**src/rtl/pic_interrupt_sequencer.sv**
```systemverilog
// pic_interrupt_sequencer
//
// Interrupt sequencer for an 8259-compatible PIC. It resolves fixed priority
// (IR0 highest) among unmasked IRR requests, with full nesting against the
// in-service register it owns. It raises int_out, runs the two-strobe INTA
// acknowledge, pulses clear_irr for the serviced level, drives the 8086-mode
// vector {vector_base, level} and clears ISR bits on EOI commands.
//
// Optional feature: define AUTO_EOI_EN to make the second INTA strobe clear
// isr[L] on the same edge that asserts data_oe.
//
// Ports
//   clk           system clock, rising edge
//   reset         synchronous, active-high
//   irr[7:0]      pending requests, bit 0 = IR0
//   imr[7:0]      interrupt mask, 1 = masked
//   inta          one-cycle strobe per CPU INTA pulse
//   eoi           one-cycle EOI command strobe
//   eoi_specific  1 = specific EOI (uses eoi_level), 0 = non-specific
//   eoi_level     level cleared by a specific EOI
//   vector_base   ICW2 T7..T3
//   int_out       interrupt request to CPU
//   clear_irr     one-hot, one-cycle clear pulse to the IRR
//   isr[7:0]      in-service register
//   data_out      vector byte, held until the next vector
//   data_oe       data_out valid, high for one cycle
//
// state   | meaning
// --------+------------------------------------------------------------
// IDLE    | no request raised; waiting for an eligible level
// PENDING | int_out high; waiting for first INTA (or request withdrawal)
// ACK1    | level latched; waiting for second INTA to drive the vector

module pic_interrupt_sequencer (
    input  logic       clk,
    input  logic       reset,
    input  logic [7:0] irr,
    input  logic [7:0] imr,
    input  logic       inta,
    input  logic       eoi,
    input  logic       eoi_specific,
    input  logic [2:0] eoi_level,
    input  logic [4:0] vector_base,
    output logic       int_out,
    output logic [7:0] clear_irr,
    output logic [7:0] isr,
    output logic [7:0] data_out,
    output logic       data_oe
);

`ifdef AUTO_EOI_EN
    localparam logic AUTO_EOI = 1'b1;
`else
    localparam logic AUTO_EOI = 1'b0;
`endif

    typedef enum logic [1:0] {IDLE, PENDING, ACK1} state_t;

    state_t     state, state_next;
    logic [2:0] level, level_next;
    logic       spurious, spurious_next;
    logic       int_out_next;
    logic [7:0] clear_irr_next;
    logic [7:0] isr_next;
    logic [7:0] data_out_next;
    logic       data_oe_next;

    logic [7:0] prio_mask;
    logic [7:0] eligible;
    logic       any_eligible;
    logic [2:0] winner;
    logic [7:0] eoi_clear;
    logic [7:0] inta_set;
    logic [7:0] auto_clear;

    // Only levels strictly above the highest-priority in-service level may
    // interrupt. Scanning 7 down to 0 lets the lowest set isr bit decide.
    always_comb begin
        prio_mask = 8'hff;
        for (int i = 7; i >= 0; i--) begin
            if (isr[i]) prio_mask = (8'h01 << i) - 8'h01;
        end
    end

    assign eligible     = irr & ~imr & prio_mask;
    assign any_eligible = |eligible;

    always_comb begin
        winner = 3'd0;
        for (int i = 7; i >= 0; i--) begin
            if (eligible[i]) winner = 3'(i);
        end
    end

    // Non-specific EOI isolates the lowest set bit (highest priority);
    // an empty isr yields zero, so the command has no effect.
    always_comb begin
        eoi_clear = 8'h00;
        if (eoi) begin
            if (eoi_specific) eoi_clear = 8'h01 << eoi_level;
            else              eoi_clear = isr & (~isr + 8'h01);
        end
    end

    // State and output registers
    always_ff @(posedge clk) begin
        if (reset) begin
            state     <= IDLE;
            level     <= 3'd0;
            spurious  <= 1'b0;
            int_out   <= 1'b0;
            clear_irr <= 8'h00;
            isr       <= 8'h00;
            data_out  <= 8'h00;
            data_oe   <= 1'b0;
        end else begin
            state     <= state_next;
            level     <= level_next;
            spurious  <= spurious_next;
            int_out   <= int_out_next;
            clear_irr <= clear_irr_next;
            isr       <= isr_next;
            data_out  <= data_out_next;
            data_oe   <= data_oe_next;
        end
    end

    // Next-state logic
    always_comb begin
        state_next = state;
        case (state)
            IDLE:    if (any_eligible) state_next = PENDING;
            PENDING: begin
                if (inta)               state_next = ACK1;
                else if (!any_eligible) state_next = IDLE;
            end
            ACK1:    if (inta) state_next = IDLE;
            default: state_next = IDLE;
        endcase
    end

    // Output / datapath next values
    always_comb begin
        level_next     = level;
        spurious_next  = spurious;
        int_out_next   = 1'b0;
        clear_irr_next = 8'h00;
        data_out_next  = data_out;
        data_oe_next   = 1'b0;
        inta_set       = 8'h00;
        auto_clear     = 8'h00;
        case (state)
            IDLE: int_out_next = any_eligible;
            PENDING: begin
                if (inta) begin
                    if (any_eligible) begin
                        level_next     = winner;
                        spurious_next  = 1'b0;
                        inta_set       = 8'h01 << winner;
                        clear_irr_next = 8'h01 << winner;
                    end else begin
                        // Request withdrew under the first INTA: report IR7.
                        level_next    = 3'd7;
                        spurious_next = 1'b1;
                    end
                end else begin
                    int_out_next = any_eligible;
                end
            end
            ACK1: begin
                if (inta) begin
                    data_out_next = {vector_base, level};
                    data_oe_next  = 1'b1;
                    if (AUTO_EOI && !spurious) auto_clear = 8'h01 << level;
                end
            end
            default: ;
        endcase
        // A set from the first INTA wins over a simultaneous clear.
        isr_next = (isr & ~(eoi_clear | auto_clear)) | inta_set;
    end

endmodule
```
**config.mk**
```make
export PLATFORM = sky130hd
export DESIGN_NAME = pic_interrupt_sequencer
export DESIGN_NICKNAME = d
export VERILOG_FILES = /design/src/rtl/pic_interrupt_sequencer.sv
export SDC_FILE = /design/constraint.sdc
export NUM_CORES = 1
export LEC_CHECK = 0
export CORE_AREA = 2 2 59 61
export DETAILED_ROUTE_END_ITERATION = 10
export DIE_AREA = 0 0 61 63
export HOLD_SLACK_MARGIN = 0.05
export PLACE_DENSITY = 0.85
export SETUP_SLACK_MARGIN = 0.02
export SYNTH_ARGS = -nofsm -noshare
export SYNTH_HDL_FRONTEND = slang
export SYNTH_SLANG_ARGS = --single-unit
```
**constraint.sdc**
```tcl
create_clock -name clk -period 4.12 [get_ports clk]
set_clock_uncertainty 0.05 [all_clocks]
set_input_delay 0.412 -clock clk [delete_from_list [all_inputs] [get_ports clk]]
set_output_delay 0.412 -clock clk [all_outputs]
set_load 0.005 [all_outputs]
```
==> flow_metrics.py <==
metrics = {
    "sta": {
        "finalHoldViolCount": 0,
        "max_slew.worst_pin.slew_ns": 0.6432,
        "slew_violations": 0,
        "slew_headroom_pct": 56.99,
        "min_period_ns": 2.362,
        "rsz0062_at_grt": "no",
        "fmax_ghz": 0.4234,
        "setup-violations-final": 0,
        "finalSetupTns_ns": 0,
        "post-route-period-util_pct": 57.32,
    },
    "placement": {
        "io_buffers": 54,
        "placed_cell_area_um2": 1979,
        "gp_congestion": 0.8162,
        "dpl.cell_count": 248,
        "hpwl_mm": 2.538,
    },
    "power_and_ir_drop": {
        "ir_drop_mv": 0.1573,
        "internal-power_w": 0.0005118,
        "p_leak_nw": 0.8033,
        "clockPowerShare_pct": 36.5,
        "p_comb_share_pct": 16.7,
        "p_sw_w": 0.0001598,
        "power.density_nw_per_um2": 325.1,
        "pwr-share-seq_pct": 46.8,
        "swShare_pct": 23.80,
    },
    "synthesis": {
        "synthAdderAreaFrac_pct": 0,
        "synthFlopType": "dfxtp_1",
        "yosys.area_share.xor_xnor_pct": 0,
        "syn-num-nets": 182,
        "async_reset_ff_share_pct": 0,
        "synth_edf_count": 0,
        "synth-compound-area-share_pct": 16.24,
        "yosysTopAreaCell": "dfxtp_1",
        "synth_area_per_cell_um2": 9.265,
        "netlist_area_um2": 1418,
        "synth_top_area_share_pct": 43.78,
        "synth_mux_area_share_pct": 4.943,
        "synth_cell_types": 43,
        "synth.area.top_cells": "dfxtp_1 (44%), nor2_1 (5.6%), mux2i_1 (4.9%)",
        "ys_seq_area_share_pct": 43.78,
        "yosysWarningCount": 0,
        "synth_top_family_by_area": "simple AND/OR/NAND/NOR gates",
        "synthCells": 153,
        "ys_seq_elements": 31,
        "synth-simple-area-share_pct": 30.36,
    },
    "critical_path": {
        "cpMaxStageDelayCell": "or4_4",
        "critical-path-top-delay-family": "simple AND/OR/NAND/NOR gates",
        "max_stage_delay_ns": 0.62,
        "crit_type": "reg -> reg",
        "crit_fanout": 11,
        "r2r_setup_slack_ns": 1.76,
        "worstSetupEndpointType": "flop",
        "arrival_ns": 2.56,
        "worstPathRequired_ns": 4.32,
        "crit_chain": "or4_4, or3_4, a2111o_1, nor4b_2, nor3_2",
        "critPathLaunchType": "flop",
        "path_buf_inv": 0,
    },
    "grt": {
        "grt_max_degree": 20,
        "antenna_found_initial": 0,
        "grt_pass1_vias": 1180,
        "grt_pass1_wl_mm": 5.526,
        "grt_overflow": 0,
        "grt_use_total_pct": 19.19,
    },
    "route": {
        "first_pass_iters": 4,
        "viasPerCell": 5.293,
        "drt_iter0_markers": 38,
        "drt-total-wl_mm": 3.412,
        "ant_nets": 0,
        "vias": 1355,
        "wl_per_cell_um": 13.33,
        "drc": 0,
    },
    "final_layout": {
        "final_common_cell": "clkdlybuf4s50_1",
        "final_cell_mix": "clkdlybuf4s50_1 (54), dfxtp_1 (31), nor2_1 (21)",
        "num-nets-final": 238,
        "postLayoutCellArea_um2": 2066,
        "drive_gt1_share_pct": 11.90,
        "synthToLayoutAreaGrowth_pct": 45.72,
        "antennaDiodeCount": 0,
        "fin_cells": 256,
    },
    "run": {
        "maxCapViolations": 0,
    },
    "floorplan": {
        "core_um2": 3232,
        "die_h_um": 63,
        "io_pins": 55,
        "core.rowCount": 21,
        "start_util_pct": 43.86,
        "dieWidth_um": 61,
        "die_area_um2": 3843,
    },
    "cts": {
        "clkSinkCount": 31,
        "cts_setup_buffers": 0,
        "cts_tree": "yes",
        "htree_levels": 2,
        "cts_resized": 0,
        "clk_latency_ns": 0.33,
        "cts_hold_buf": 0,
        "clk_path_buf_depth": 2,
        "numCtsBuffers": 5,
        "path_clk_slew_ns": 0.09,
        "clockRootBuffer": "clkbuf_4",
    },
    "min_path": {
        "min_path_type": "reg -> reg",
    },
    "run_status": {
        "outcome": "completed",
    },
}
-- cells in the mapped netlist (2+ instances only) --
master     n
a31o_2     2
or3b_2     2
mux2i_1    7
o32ai_1    3
and3_1     2
a21oi_1    3
o31ai_1    2
nand3b_1   2
o21ai_0    6
a31oi_1    3
nor3_1     5
dfxtp_1   31
nand4b_1   2
nor2_1    21
clkbuf_1   3
nand3_1    6
or2b_2     3
nand2_1    9
inv_1      8
nor4b_1    4
o211ai_1   2
a31o_1     2
and2_1     2
a311oi_1   2
nor3_2     2
nor2b_1    2
-- power groups by stage --
stage / Combinational (W) / Clock [W] / Sequential (W)
floorplan: 0.0000624 / 0 / 0.000320
global placement: 0.000110 / 0 / 0.000321
detailed placement: 0.000111 / 0 / 0.000321
CTS: 0.000112 / 0.000250 / 0.000315
global route: 0.000122 / 0.000262 / 0.000316
finish: 0.000112 / 0.000245 / 0.000314
-- sequential cells by signal, indices dropped and copies added, names as in the netlist --
signal and count:
isr 8, data_out 8, level 3, clear_irr 8
int_out 1, data_oe 1, state 2
-- path summary, 6_finish.rpt --
kind              startpoint  endpoint  cells after the start
setup / recovery      isr[0]  level[1]                      5
hold / removal      level[0]  level[0]                      2
setup reg to reg      isr[0]  level[1]                      5
hold reg to reg     level[0]  level[0]                      2
-- area by class of cell --
class                           count  area, um^2
Fill cell                         262        1166
Timing Repair Buffer               54       540.5
Tap cell                           46       57.56
Sequential cell                    31       620.6
Clock buffer                        6       51.30
Inverter                            8       30.03
Clock inverter                      2       35.03
Multi-Input combinational cell    109       730.7
-- routing by layer --
layer	routed length, um	vias to the layer above	share of wire, %	global-route usage [%]
met3	248	6	7.3	5.797
met4	61	0	1.8	6.522
met1	1421	622	42	24.71
met5	0	-	0	0
met2	1681	56	49	29.97
li1	-	671	-	-
-- worst reg2reg max path, stage by stage (launching register included) --
cell and delay, ns:
dfxtp_1 0.43, or4_4 0.62, or3_4 0.38, a2111o_1 0.45
nor4b_2 0.20, nor3_2 0.17
-- through the flow --
stage                power, W  utilization, %  hold WS [ns]  setup slack, ns
CTS                 0.0006758           63.92        0.4419            1.762
finish              0.0006716           63.92        0.4401            1.758
global placement    0.0004310           61.25        0.4193            1.561
global route        0.0007001           63.92        0.4653            1.649
detailed placement  0.0004321           61.25        0.4268            1.529
floorplan           0.0003826               -        0.3968            1.910
-- cell families (layout without fill, tap and decap cells) --
kind of cell / count (synthesis) / after routing
buffers and inverters: 13 / 70
and+or+nand+nor: 72 / 72
DFF: 31 / 31
AOI/OAI and AO/OA: 30 / 30
muxes: 7 / 7
No activity file was read; power rests on OpenSTA's default activity.
==> RTL change: new RTL, config.mk and constraints unchanged <==
Make the reset (`reset`) asynchronous in one clocked block.
--- a/src/rtl/pic_interrupt_sequencer.sv
+++ b/src/rtl/pic_interrupt_sequencer.sv
@@ -103,7 +103,7 @@
     end
 
     // State and output registers
-    always_ff @(posedge clk) begin
+    always_ff @(posedge clk or posedge reset) begin
         if (reset) begin
             state     <= IDLE;
             level     <= 3'd0;
Function: differs if reset is asserted again (counterexample within 4 cycles, from zero or initial values and one cycle with reset high); with reset held inactive, the same outputs for 10 cycles.
==> RTL change against the original RTL <==
- hold slack got worse by 11 ps
- via count increased by 1.6%
- worst setup slack improved by 39 ps
- wire length increased by 8.3%
- design area increased by 3.1%
- cell count unchanged
- synthesized cell count decreased by 1.3%
- synthesized area increased by 3.3%
- sequential cell count unchanged
- non-clock buffer count unchanged
- maximum frequency increased by 1.7%
Power is not compared: it rests on default switching activity, and its combinational part moved more than twofold at a synthesized area within 25%.
==> RTL change: results (changes against the original RTL) <==
outcome:
  status: "completed"
global_routing:
  grt_max_degree: 32  # +60%
  grt_pass1_vias: 1342  # +14%
  grt_pass1_wl_um: 6080  # +10%
  grt_use_total_pct: 21.6  # +2.4 points
hold_path:
  hold_end: "data_out[0]"
  min_path_cells: 2  # unchanged
  worstHoldStart: "level[0]"
critical_path:
  rrSetupSlack_ps: 1800  # +40 ps
  worst-path-max-fanout: 6  # -5
  rr_worst_depth: 5  # unchanged
  rr_endpoint: "isr[7]"
  r2r_start: "isr[6]"
placement:
  place.gp.congestion: 0.805  # -1.4%
  dpl.hpwl_um: 2780  # +9.5%
synthesis:
  synth.yosys.seq_area_share_pct: 53.0  # +9.2 points
  ys_types: 42  # -2.3%
  synth_area_leaders: "dfrtp_1, nand2_1, o21ai_0, nor2_1, nand2b_1"
  synthArstFlopShare_pct: 100  # +100 points
  yosys-top-cells-count: "dfrtp_1, nand2_1, nor2_1"
  netlist_instances: 151  # -1.3%
  synth_nets: 180  # -1.1%
finish:
  antenna_cells: 0  # unchanged
  drive_gt1_share_pct: 7.62  # -4.3 points
sta:
  fin_hold_ws_ps: 429  # -11.4 ps
  max_slew_margin_pct: 24.2  # -33 points
route:
  avgRoutedWirePerCell_um: 14.4  # +8.3%
  vias_per_cell: 5.38  # +1.6%
  first_iter_violations: 55  # +45%
cts:
  cts.clk_slew.worst_paths_ps: 110  # +20 ps
  cts-root-buf: "clkbuf_4"
  insertion_delay_ps: 350  # +20 ps
RTL change: cell count changes after synthesis, moves of 6 or more:
cell,before,now
dfrtp_1,0,31
dfxtp_1,31,0
nand2_1,9,31
nor2_1,21,12
mux2i_1,7,0
inv_1,8,2
nand2b_1,1,7
RTL change: metal layers:
metal  vias to the layer above  track usage [%]  wire (µm)
li1                        656                -          -
met1                       662             25.5       1510
met2                        53             36.4       1910
met3                         6             6.83        232
met4                         0             6.52         44
met5                         -                0          0
RTL change: final cells by class:
cell class	instances	area, µm²
clock buffers	6	51.3
clock inverters	2	35.0
fillers	284	1100
inverters	3	11.3
multi-input cells	114	658
flip-flops and latches	31	776
well taps	46	57.6
repair buffers	54	541
RTL change: metrics by stage:
step	total power, mW	setup slack, ps	area [µm²]	util (%)
3_5_place_dp	0.970	1500	2040	63.2
6_report	1.22	1800	2130	65.9
2_1_floorplan	0.738	1920	1460	-
4_1_cts	1.23	1820	2130	65.9
3_3_place_gp	0.949	1550	2040	63.2
5_1_grt	1.31	1740	2130	65.9
RTL change: report_power, final:
group / total [mW] / switching [mW] / internal (mW)
clock network: 0.254 / 0.111 / 0.143
registers: 0.472 / 0.0772 / 0.395
logic: 0.497 / 0.225 / 0.271
total: 1.22 / 0.414 / 0.810
RTL change: how the worst max path moves through the flow:
stage            from  cells after the start  slack [ps]  endpoint
2_1_floorplan  isr[0]                      6        1920    isr[5]
3_3_place_gp   irr[7]                      6        1550    isr[7]
3_5_place_dp   irr[7]                      6        1500    isr[7]
4_1_cts        isr[6]                      5        1820    isr[7]
5_1_grt        isr[6]                      5        1740    isr[4]
6_report       isr[6]                      5        1800    isr[7]
RTL change: cells by family (layout without fill, tap and decap cells):
family                 count (synthesis)  count (layout)  share of synthesized area, %
AND/OR/NAND/NOR                       76              76                          27.4
AO/OA/AOI/OAI                         37              37                          16.8
flip-flops                            31              31                          53.0
buffers and inverters                  6              65                          2.05
multiplexers                           1               1                         0.769
RTL change: worst max-delay path: stages (launching register included):
cell and delay, ps:
dfrtp_1 460, or4b_2 730, o21a_1 220, o32a_1 390, or2_4 280, o21ai_1 120
